==> src/rtl/cargador_operandos_if.sv <==
`default_nettype none
// ============================================================================
// Module      : cargador_operandos_if
// Description : Board-side bundle for the operand loader: switch bus,
//               push-button, clear strobe and the loaded operand slots.
// Revision    : 1.0 - initial release
// ============================================================================
interface cargador_operandos_if #(
  parameter int CANT_BITS = 8,
  parameter int CANT_REG  = 3
);

  // Index width is at least one bit even for a two-slot configuration
  localparam int IDX_W = (CANT_REG > 2) ? $clog2(CANT_REG) : 1;

  logic [CANT_BITS-1:0]          entrada;
  logic                          boton;
  logic                          limpiar;
  logic [CANT_REG*CANT_BITS-1:0] registros;
  logic [IDX_W-1:0]              indice;
  logic                          completo;
  logic                          valido;

  // Board / testbench side: drives the switches and button
  modport master (
    output entrada,
    output boton,
    output limpiar,
    input  registros,
    input  indice,
    input  completo,
    input  valido
  );

  // Loader side
  modport slave (
    input  entrada,
    input  boton,
    input  limpiar,
    output registros,
    output indice,
    output completo,
    output valido
  );

endinterface
`default_nettype wire

==> src/rtl/cargador_operandos.sv <==
`default_nettype none
// ============================================================================
// Module      : cargador_operandos
// Description : Synchronises and debounces a push-button; each clean press
//               stores the switch value into the next of CANT_REG operand
//               slots, flagging when a full set is loaded and wrapping.
// Revision    : 1.0 - initial release
// ============================================================================
module cargador_operandos #(
  parameter int CANT_BITS       = 8,
  parameter int CANT_REG        = 3,
  parameter int DEBOUNCE_CICLOS = 16
) (
  input  logic                  clk,
  input  logic                  rst_n,
  cargador_operandos_if.slave   bus
);

  localparam int c_IDX_W = (CANT_REG > 2) ? $clog2(CANT_REG) : 1;
  localparam int c_CNT_W = $clog2(DEBOUNCE_CICLOS + 1);

  localparam logic [c_IDX_W-1:0] c_IDX_LAST = c_IDX_W'(CANT_REG - 1);
  localparam logic [c_CNT_W-1:0] c_CNT_MAX  = c_CNT_W'(DEBOUNCE_CICLOS - 1);

  typedef enum logic [0:0] {
    CARGANDO = 1'b0,
    COMPLETO = 1'b1
  } estado_t;

  logic                 r_s1;
  logic                 r_s2;
  logic                 r_estable;
  logic                 r_estable_d;
  logic [c_CNT_W-1:0]   r_cnt;
  logic                 w_flanco;

  estado_t              r_estado;
  logic [CANT_BITS-1:0] r_slots [CANT_REG];
  logic [c_IDX_W-1:0]   r_indice;
  logic                 r_completo;
  logic                 r_valido;

  // Two-flop synchroniser for the asynchronous button
  always_ff @(posedge clk or negedge rst_n) begin
    if (!rst_n) begin
      r_s1 <= 1'b0;
      r_s2 <= 1'b0;
    end else begin
      r_s1 <= bus.boton;
      r_s2 <= r_s1;
    end
  end

  // Debouncer: accept a new level only after it persists long enough;
  // any return to the accepted level restarts the count
  always_ff @(posedge clk or negedge rst_n) begin
    if (!rst_n) begin
      r_estable <= 1'b0;
      r_cnt     <= '0;
    end else if (r_s2 == r_estable) begin
      r_cnt <= '0;
    end else if (r_cnt == c_CNT_MAX) begin
      r_estable <= r_s2;
      r_cnt     <= '0;
    end else begin
      r_cnt <= r_cnt + 1'b1;
    end
  end

  // Delayed copy of the debounced level for rising-edge detection
  always_ff @(posedge clk or negedge rst_n) begin
    if (!rst_n) begin
      r_estable_d <= 1'b0;
    end else begin
      r_estable_d <= r_estable;
    end
  end

  assign w_flanco = r_estable & ~r_estable_d;

  // Slot-loading state machine; clear wins over a coincident press
  always_ff @(posedge clk or negedge rst_n) begin
    if (!rst_n) begin
      r_estado   <= CARGANDO;
      r_indice   <= '0;
      r_completo <= 1'b0;
      r_valido   <= 1'b0;
      for (int i = 0; i < CANT_REG; i++) begin
        r_slots[i] <= '0;
      end
    end else if (bus.limpiar) begin
      r_estado   <= CARGANDO;
      r_indice   <= '0;
      r_completo <= 1'b0;
      r_valido   <= 1'b0;
      for (int i = 0; i < CANT_REG; i++) begin
        r_slots[i] <= '0;
      end
    end else begin
      r_valido <= 1'b0;
      if (w_flanco) begin
        case (r_estado)
          CARGANDO: begin
            for (int i = 0; i < CANT_REG; i++) begin
              if (r_indice == c_IDX_W'(i)) begin
                r_slots[i] <= bus.entrada;
              end
            end
            if (r_indice == c_IDX_LAST) begin
              r_indice   <= '0;
              r_completo <= 1'b1;
              r_valido   <= 1'b1;
              r_estado   <= COMPLETO;
            end else begin
              r_indice <= r_indice + 1'b1;
            end
          end
          COMPLETO: begin
            // First press of a new set; older slots stay until overwritten
            r_slots[0] <= bus.entrada;
            r_indice   <= c_IDX_W'(1);
            r_completo <= 1'b0;
            r_estado   <= CARGANDO;
          end
          default: begin
            r_estado <= CARGANDO;
          end
        endcase
      end
    end
  end

  generate
    for (genvar g = 0; g < CANT_REG; g++) begin : g_flat
      assign bus.registros[g*CANT_BITS +: CANT_BITS] = r_slots[g];
    end
  endgenerate

  assign bus.indice   = r_indice;
  assign bus.completo = r_completo;
  assign bus.valido   = r_valido;

endmodule
`default_nettype wire

==> src/flat_wrapper.sv <==
// flat-port wrapper written by rule: the top's interface ports become plain ports
module cargador_operandos_flat 
#(
  parameter int CANT_BITS       = 8,
  parameter int CANT_REG        = 3,
  parameter int DEBOUNCE_CICLOS = 16
)
  (clk, rst_n, bus_entrada, bus_boton, bus_limpiar, bus_registros, bus_indice, bus_completo, bus_valido);
  cargador_operandos_if #(.CANT_BITS(CANT_BITS), .CANT_REG(CANT_REG)) bus_i ();
  input  logic clk;
  input  logic rst_n;
  input wire logic [$bits(bus_i.entrada)-1:0] bus_entrada;
  input wire logic [$bits(bus_i.boton)-1:0] bus_boton;
  input wire logic [$bits(bus_i.limpiar)-1:0] bus_limpiar;
  output wire logic [$bits(bus_i.registros)-1:0] bus_registros;
  output wire logic [$bits(bus_i.indice)-1:0] bus_indice;
  output wire logic [$bits(bus_i.completo)-1:0] bus_completo;
  output wire logic [$bits(bus_i.valido)-1:0] bus_valido;
  assign bus_i.entrada = bus_entrada;
  assign bus_i.boton = bus_boton;
  assign bus_i.limpiar = bus_limpiar;
  assign bus_registros = bus_i.registros;
  assign bus_indice = bus_i.indice;
  assign bus_completo = bus_i.completo;
  assign bus_valido = bus_i.valido;
  cargador_operandos #(.CANT_BITS(CANT_BITS), .CANT_REG(CANT_REG), .DEBOUNCE_CICLOS(DEBOUNCE_CICLOS)) u_core (.clk(clk), .rst_n(rst_n), .bus(bus_i));
endmodule
==> config.mk <==
export PLATFORM = sky130hd
export DESIGN_NAME = cargador_operandos_flat
export DESIGN_NICKNAME = d
export VERILOG_FILES = /design/src/rtl/cargador_operandos_if.sv /design/src/rtl/cargador_operandos.sv /design/src/flat_wrapper.sv
export SDC_FILE = /design/constraint.sdc
export NUM_CORES = 1
export LEC_CHECK = 0
export ABC_AREA = 0
export CAP_MARGIN = 20
export CELL_PAD_IN_SITES_DETAIL_PLACEMENT = 1
export CELL_PAD_IN_SITES_GLOBAL_PLACEMENT = 2
export CORE_MARGIN = 2
export CORE_UTILIZATION = 34
export DETAILED_ROUTE_END_ITERATION = 16
export MAX_ROUTING_LAYER = met4
export PLACE_DENSITY_LB_ADDON = 0.1
export SLEW_MARGIN = 20
export SYNTH_ARGS = -nofsm -noshare
export SYNTH_HDL_FRONTEND = slang
export SYNTH_SLANG_ARGS = --single-unit
==> constraint.sdc <==
create_clock -name clk -period 3.8 [get_ports clk]
set_input_delay 0.95 -clock clk [delete_from_list [all_inputs] [get_ports clk]]
set_output_delay 0.95 -clock clk [all_outputs]
set_load 0.1 [all_outputs]
==> summary.txt <==
Run status
  – Outcome: complete, no violations

Timing
  – RSZ-0062 raised after global routing: false
  – Fmax: 348 MHz
  – Final setup margin: 924 ps
  – Layout Skew: 2.66 ps
  – Setup Viol. Count Final: 0
  – Final Hold Vio Count: 0
  – Minimum clock period after layout: 2880 ps
  – Worst Tran Pin Value: 982 ps
  – Fin Setup TNS: 0 ps
  – Max-slew violations: 0
  – Max-slew headroom: 34.3%
  – Fin crit share: 75.7%

Floorplanning
  – FP Rows: 24
  – Initial Utilization: 35.2%
  – Core ar.: 0.00435 mm^2
  – DIE AREA: 0.00507 mm^2
  – Boundary Pins: 40
  – Die Y: 71.2 um
  – Width of the chip: 71.2 um

Pwr
  – Clock power frac: 42.7%
  – P_leak: 0.948 nW
  – Peak VDD IR: 0.000170 V
  – Pwr Density: 382 mW/mm^2
  – Total power: 0.788 mW
  – Internal Dissipation: 0.618 mW
  – Psw: 0.169 mW
  – Comb power frac: 5.2%
  – Sequential share of power: 52.1%
  – Switching Share: 21.5%

Cells and area
  – Area Growth Syn to Fin: 34.3%
  – NumNets Final: 169
  – Diodes inserted: 0
  – Most frequent cells in the layout: 38 x clkdlybuf4s50_1, 38 x dfrtp_1, 16 x nand2b_1, 16 x a22o_1, 8 x mux2i_1
  – Fin cells: 209
  – Fraction of layout cells with a size suffix above 1: 8.28%

Critical path
  – Crit-path slowest cell: clkdlybuf4s50_1
  – Worst setup SP type: register
  – WP data arrival: 1930 ps
  – CP Cell Sequence: clkdlybuf4s50_1
  – CP peak stage delay: 1170 ps
  – Crit path max-delay family: buffers and inverters
  – Crit. End Element: output port
  – Critical path type: register to output port
  – Buf/Inv on CP: 1
  – WP data required: 2850 ps
  – Crit Path Max Fanout: 6

Route
  – Initial DRT Pass Iterations: 4
  – DR iter-0 viols: 56
  – Via/cell ratio: 5.09
  – Final WL: 3.56 mm
  – Routed Antenna Nets: 0
  – Via count: 1064
  – Drc violations: 0
  – DR WL/cell: 17.0 um

Global routing
  – Total track usage: 16.6%
  – Antenna violations before repair: 0
  – GRT Residual Overflow: 0
  – Largest net degree at the start of global routing: 39
  – Vias in the first global route: 1193
  – Global-route wire length before repair: 6.20 mm

Clocking
  – CTS sink count: 38
  – CTS tree: yes
  – Root buffer cell: clkbuf_8
  – Post-CTS Hold Fix Bufs: 0
  – Post-CTS sizing: 0
  – Htree depth: 2
  – CTS Buffer Depth: 2
  – Setup Fix Bufs, Post-CTS: 0
  – Number of buffers created by CTS: 5
  – Reg clk slew, reported paths: 70 ps
  – Worst skew pair latency: 290 ps

Yosys
  – Synth Flop Type: dfrtp_1
  – Post-Syn Area: 0.00153 mm^2
  – Post-Synth XOR/XNOR Area: 1.71%
  – Synth cell types: 27
  – Synthesized netlist cell count: 115
  – Post-Synth Simple-Gate Area: 13.3%
  – Synth warn: 0
  – Post-Synth Adder-Cell Area: 0.816%
  – #FFs+latches synth: 38
  – Synth Area in Compound Gates: 13.5%
  – EDFF count, synth: 0
  – Mux cell area share after synthesis: 5.95%
  – Register area share after synthesis: 62.0%
  – Post-Syn Nets: 128
  – Largest family of logic cells by synthesized area: compound AO/OA/AOI/OAI gates
  – Async set or reset register ratio after synthesis: 100%
  – Syn avg cell area: 13.3 um^2

Placed design
  – Inst Count DP: 201
  – IO Port Bufs: 39
  – DP Wirelength: 2.50 mm
  – GP Congestion: 0.765
  – Place WS: 984 ps

Min path
  – Tightest Hold Check Type: register to register

Job
  – Max_cap viols: 0
[state kept, by name (all words and copies together), names as in the netlist]
signal / cells
u_core.bus.valido: 1
u_core.r_s2: 1
u_core.bus.completo: 1
u_core.bus.registros: 24
u_core.r_s1: 1
u_core.bus.indice: 2
u_core.r_cnt: 5
u_core.r_estado: 1
u_core.r_estable_d: 1
u_core.r_estable: 1
[power by group through the flow]
stage | logic [mW] | registers, mW | clock network (mW)
2_1_floorplan | 0.0143 | 0.418 | 0
3_3_place_gp | 0.0414 | 0.418 | 0
3_5_place_dp | 0.0427 | 0.418 | 0
4_1_cts | 0.0425 | 0.410 | 0.346
5_1_grt | 0.0457 | 0.411 | 0.371
6_report | 0.0410 | 0.410 | 0.336
[cells in the mapped netlist (all sizes together) (2+ instances only)]
cell,number,area (um^2)
a21o,2,15.0
a21oi,2,10.0
a22o,16,140
buf,3,26.3
clkbuf,2,7.51
dfrtp,38,951
inv,2,7.51
mux2i,8,80.1
nand2b,16,100
nand3,2,10.0
nor2,6,22.5
nor2b,3,21.3
xor2,3,26.3
[stage by stage]
step | utilization [%] | area, um^2 | hold WS (ps)
6_report | 47.3 | 2060 | 354
2_1_floorplan | - | 1530 | 331
5_1_grt | 47.3 | 2060 | 383
4_1_cts | 47.3 | 2060 | 358
3_5_place_dp | 44.8 | 1950 | 340
3_3_place_gp | 44.8 | 1950 | 339
[final timing paths]
path                                      start                        to  slack (ps)  cells after the start
setup reg to reg               u_core.r_estable  u_core.bus.registros[23]        2270                      3
max in group asynchronous                 rst_n           u_core.r_cnt[4]        2520                      1
hold / removal                      u_core.r_s1               u_core.r_s2         350                      0
min in group asynchronous                 rst_n   u_core.bus.registros[3]         750                      1
hold reg to reg                     u_core.r_s1               u_core.r_s2         350                      0
setup / recovery           u_core.bus.indice[0]             bus_indice[0]         920                      1
[layout make-up]
cell class / instances / area (um^2)
Clock buffer: 5 / 68.8
Clock inverter: 3 / 40.0
Fill cell: 464 / 2290
Inverter: 2 / 7.51
Multi-Input combinational cell: 70 / 542
Sequential cell: 38 / 951
Tap cell: 52 / 65.1
Timing Repair Buffer: 39 / 385
[cell families (layout without fill, tap and decap cells)]
group	Yosys count	after routing
AOI/OAI and AO/OA	25	25
xor gates and xnor gates	3	3
adders and majority gates	1	1
buffers and inverters	7	49
DFF	38	38
muxes	9	9
and+or+nand+nor	32	32
[metal layers]
layer	share of wire (%)	track usage, %	up-vias
met1	44	20.9	554
li1	-	-	484
met3	4.4	5.98	5
met2	51	25.5	21
met4	1.0	4.40	0
met5	0	-	-
[worst reg2reg max path: stages (launching register included)]
cell and delay (ps):
dfrtp_1 440, nor3b_4 190, a21oi_1 600, a22o_1 240
No activity file was read; power rests on OpenSTA's default activity.
==> patch (config.mk and constraints unchanged) <==
Reset style: synchronous (`rst_n`), changed in 4 clocked blocks. Comments in the files are not updated.
--- a/src/rtl/cargador_operandos.sv
+++ b/src/rtl/cargador_operandos.sv
@@ -43,3 +43,3 @@
   // Two-flop synchroniser for the asynchronous button
-  always_ff @(posedge clk or negedge rst_n) begin
+  always_ff @(posedge clk) begin
     if (!rst_n) begin
@@ -55,3 +55,3 @@
   // any return to the accepted level restarts the count
-  always_ff @(posedge clk or negedge rst_n) begin
+  always_ff @(posedge clk) begin
     if (!rst_n) begin
@@ -70,3 +70,3 @@
   // Delayed copy of the debounced level for rising-edge detection
-  always_ff @(posedge clk or negedge rst_n) begin
+  always_ff @(posedge clk) begin
     if (!rst_n) begin
@@ -81,3 +81,3 @@
   // Slot-loading state machine; clear wins over a coincident press
-  always_ff @(posedge clk or negedge rst_n) begin
+  always_ff @(posedge clk) begin
     if (!rst_n) begin
Behaviour: same outputs for any inputs over 10 cycles, from zero or initial values and one cycle with rst_n low; that may be too few to reach the edited logic, so the function may still have changed.
==> patch against the unedited design <==
  * Final area is 5.4% lower
  * Final cell count shrank 1.9%
  * Synthesized cell count is 4.3% lower
  * Synthesized area is 8.6% lower
  * Global-route usage down 2.0 points
  * Register-to-register slack better by 0.05 ns
  * Worst setup slack improved by 0.061 ns
  * Highest routed layer unchanged
  * Critical path depth did not move
  * Wire length is 18% lower
  * Sequential cell count unchanged
Power is not compared: it rests on default switching activity, and its combinational part moved more than twofold at a synthesized area within 25%.
==> patch: results (changes against the unedited design) <==
status=finished clean; worst setup path start=u_core.bus.indice[0]$_SDFFE_PP0P_; Worst Hold Class=reg -> reg; DRT Wirelength=2920 um (-18%); first-pass GRT wire length=4630 um (-25%); Hold Crit Start=u_core.r_s1$_SDFF_PN0_; Max VDD drop=0.226 mV; CP max-delay cell=clkdlybuf4s50_1; Synth Area in Compound Gates=2.68% (-11 points); CP arrival=1.86 ns (-0.07 ns); worst r2r src=u_core.r_estable$_SDFFE_PN0P_; share of layout cells above drive strength 1=9.03% (+0.75 points); PortBufs=39 (unchanged); initial antenna violation count=0 (unchanged); vias in the first global route=1005 (-16%); vias per cell=4.61 (-9.4%); Leak=around 0.77 nW; fillers=437 (-5.8%); Resized Gates After CTS=0 (unchanged); Int Power=0.671 mW; mux cell area share after synthesis=0.714% (-5.2 points); drt initial violations=40 (-29%); sequential element share of the synthesized area=71.4% (+9.4 points); Nets=168 (-0.59%); total iterations of the first detailed-routing run=4 (unchanged); syn nets=124 (-3.1%); Area contributors post-synth=edfxtp_1 51%, dfxtp_1 20%, nor2_1 6.2%; slowest stage delay, CP=1.17 ns (about the same); Slew headroom=33.9% (-0.45 points); Setup WS pre-CTS=1.29 ns (+0.308 ns); Post-synth EDFFs=24 (+24); Clock Latency Late Sink=0.28 ns; Post-Synth Adder-Cell Area=1.78% (+0.97 points); clk slew on worst S/H paths=0.07 ns (about the same); max reg flops=24 (unchanged); commonest cells in the netlist=24 x edfxtp_1, 23 x nor2_1, 15 x nand2_1, 14 x dfxtp_1, 4 x a21oi_1; post-synthesis xor/xnor area fraction=1.87% (+0.16 points); n_diodes=0 (unchanged); Netlist cell types=27 (unchanged); DPL Wire Length=2300 um (-8.1%); GRT Total Usage=14.6% (-2.0 points); CP top delay family=buffers and inverters; Largest Register=u_core.r_slots; total CTS buffers=5 (unchanged); ys async rst share=0% (-100 points); clk root buf=clkbuf_8; gpl congestion=0.836 (+9.4%); largest net degree at the start of global routing=13 (-67%); setup repair bufs after CTS=0 (unchanged); clk_skew=0.00530 ns (+0.00264 ns); H-tree depth=2 (unchanged)
patch: cell types whose count changed after synthesis, moves of 15 or more:
cell,unedited run,this run
nor2_1,6,23
nand2_1,0,15
nand2b_1,16,1
dfrtp_1,38,0
edfxtp_1,0,24
a22o_1,16,0
patch: worst paths after layout:
check / end / slack, ns / cells past startpoint
setup / recovery: bus_indice[0] / 0.99 / 1
hold / removal: u_core.r_s2$_SDFF_PN0_ / 0.44 / 1
setup reg to reg: u_core.r_slots[1][5]$_DFFE_PP_ / 2.32 / 3
hold reg to reg: u_core.r_s2$_SDFF_PN0_ / 0.44 / 1
patch: metrics by stage:
stage / total power [mW] / instances / cell area, um^2
2_1_floorplan: 0.550 / 110 / 1400
3_3_place_gp: 0.587 / 197 / 1840
3_5_place_dp: 0.588 / 197 / 1840
4_1_cts: 0.917 / 205 / 1950
5_1_grt: 0.939 / 205 / 1950
6_report: 0.906 / 205 / 1950
patch: layout make-up:
type                            count  area [um^2]  share of cell area (%)
Tap cell                           50         62.6                    3.21
Timing Repair Buffer               39          390                    20.0
Multi-Input combinational cell     68          378                    19.4
Inverter                            2         7.51                   0.385
Sequential cell                    38         1000                    51.4
Clock inverter                      3         40.0                    2.06
Clock buffer                        5         68.8                    3.53
patch: kinds of logic (layout without fill, tap and decap cells):
family                   count (synthesis)  count (layout)
flip-flops                              38              38
XOR/XNOR                                 3               3
AO/OA/AOI/OAI                            6               6
buffers and inverters                    4              49
AND/OR/NAND/NOR                         56              56
adder cells (fa/ha/maj)                  2               2
multiplexers                             1               1
patch: power groups by stage:
stage | clock [mW] | combinational (mW) | sequential (mW)
3_5_place_dp | 0 | 0.126 | 0.462
2_1_floorplan | 0 | 0.00716 | 0.542
3_3_place_gp | 0 | 0.126 | 0.461
6_report | 0.328 | 0.125 | 0.452
5_1_grt | 0.356 | 0.129 | 0.453
4_1_cts | 0.338 | 0.126 | 0.453
patch: per-layer routing:
metal	wire length (um)	GRT usage, %	share of wire (%)
met1	1150	15.3	39
met3	194	5.76	6.7
met2	1560	25.1	53
met4	20	4.75	0.69
met5	0	-	0
patch: worst register-to-register path: stages (launching register included):
cell and delay (ns):
dfxtp_1 0.43, nor3b_2 0.26, nand3b_1 0.14, nand2_1 0.32
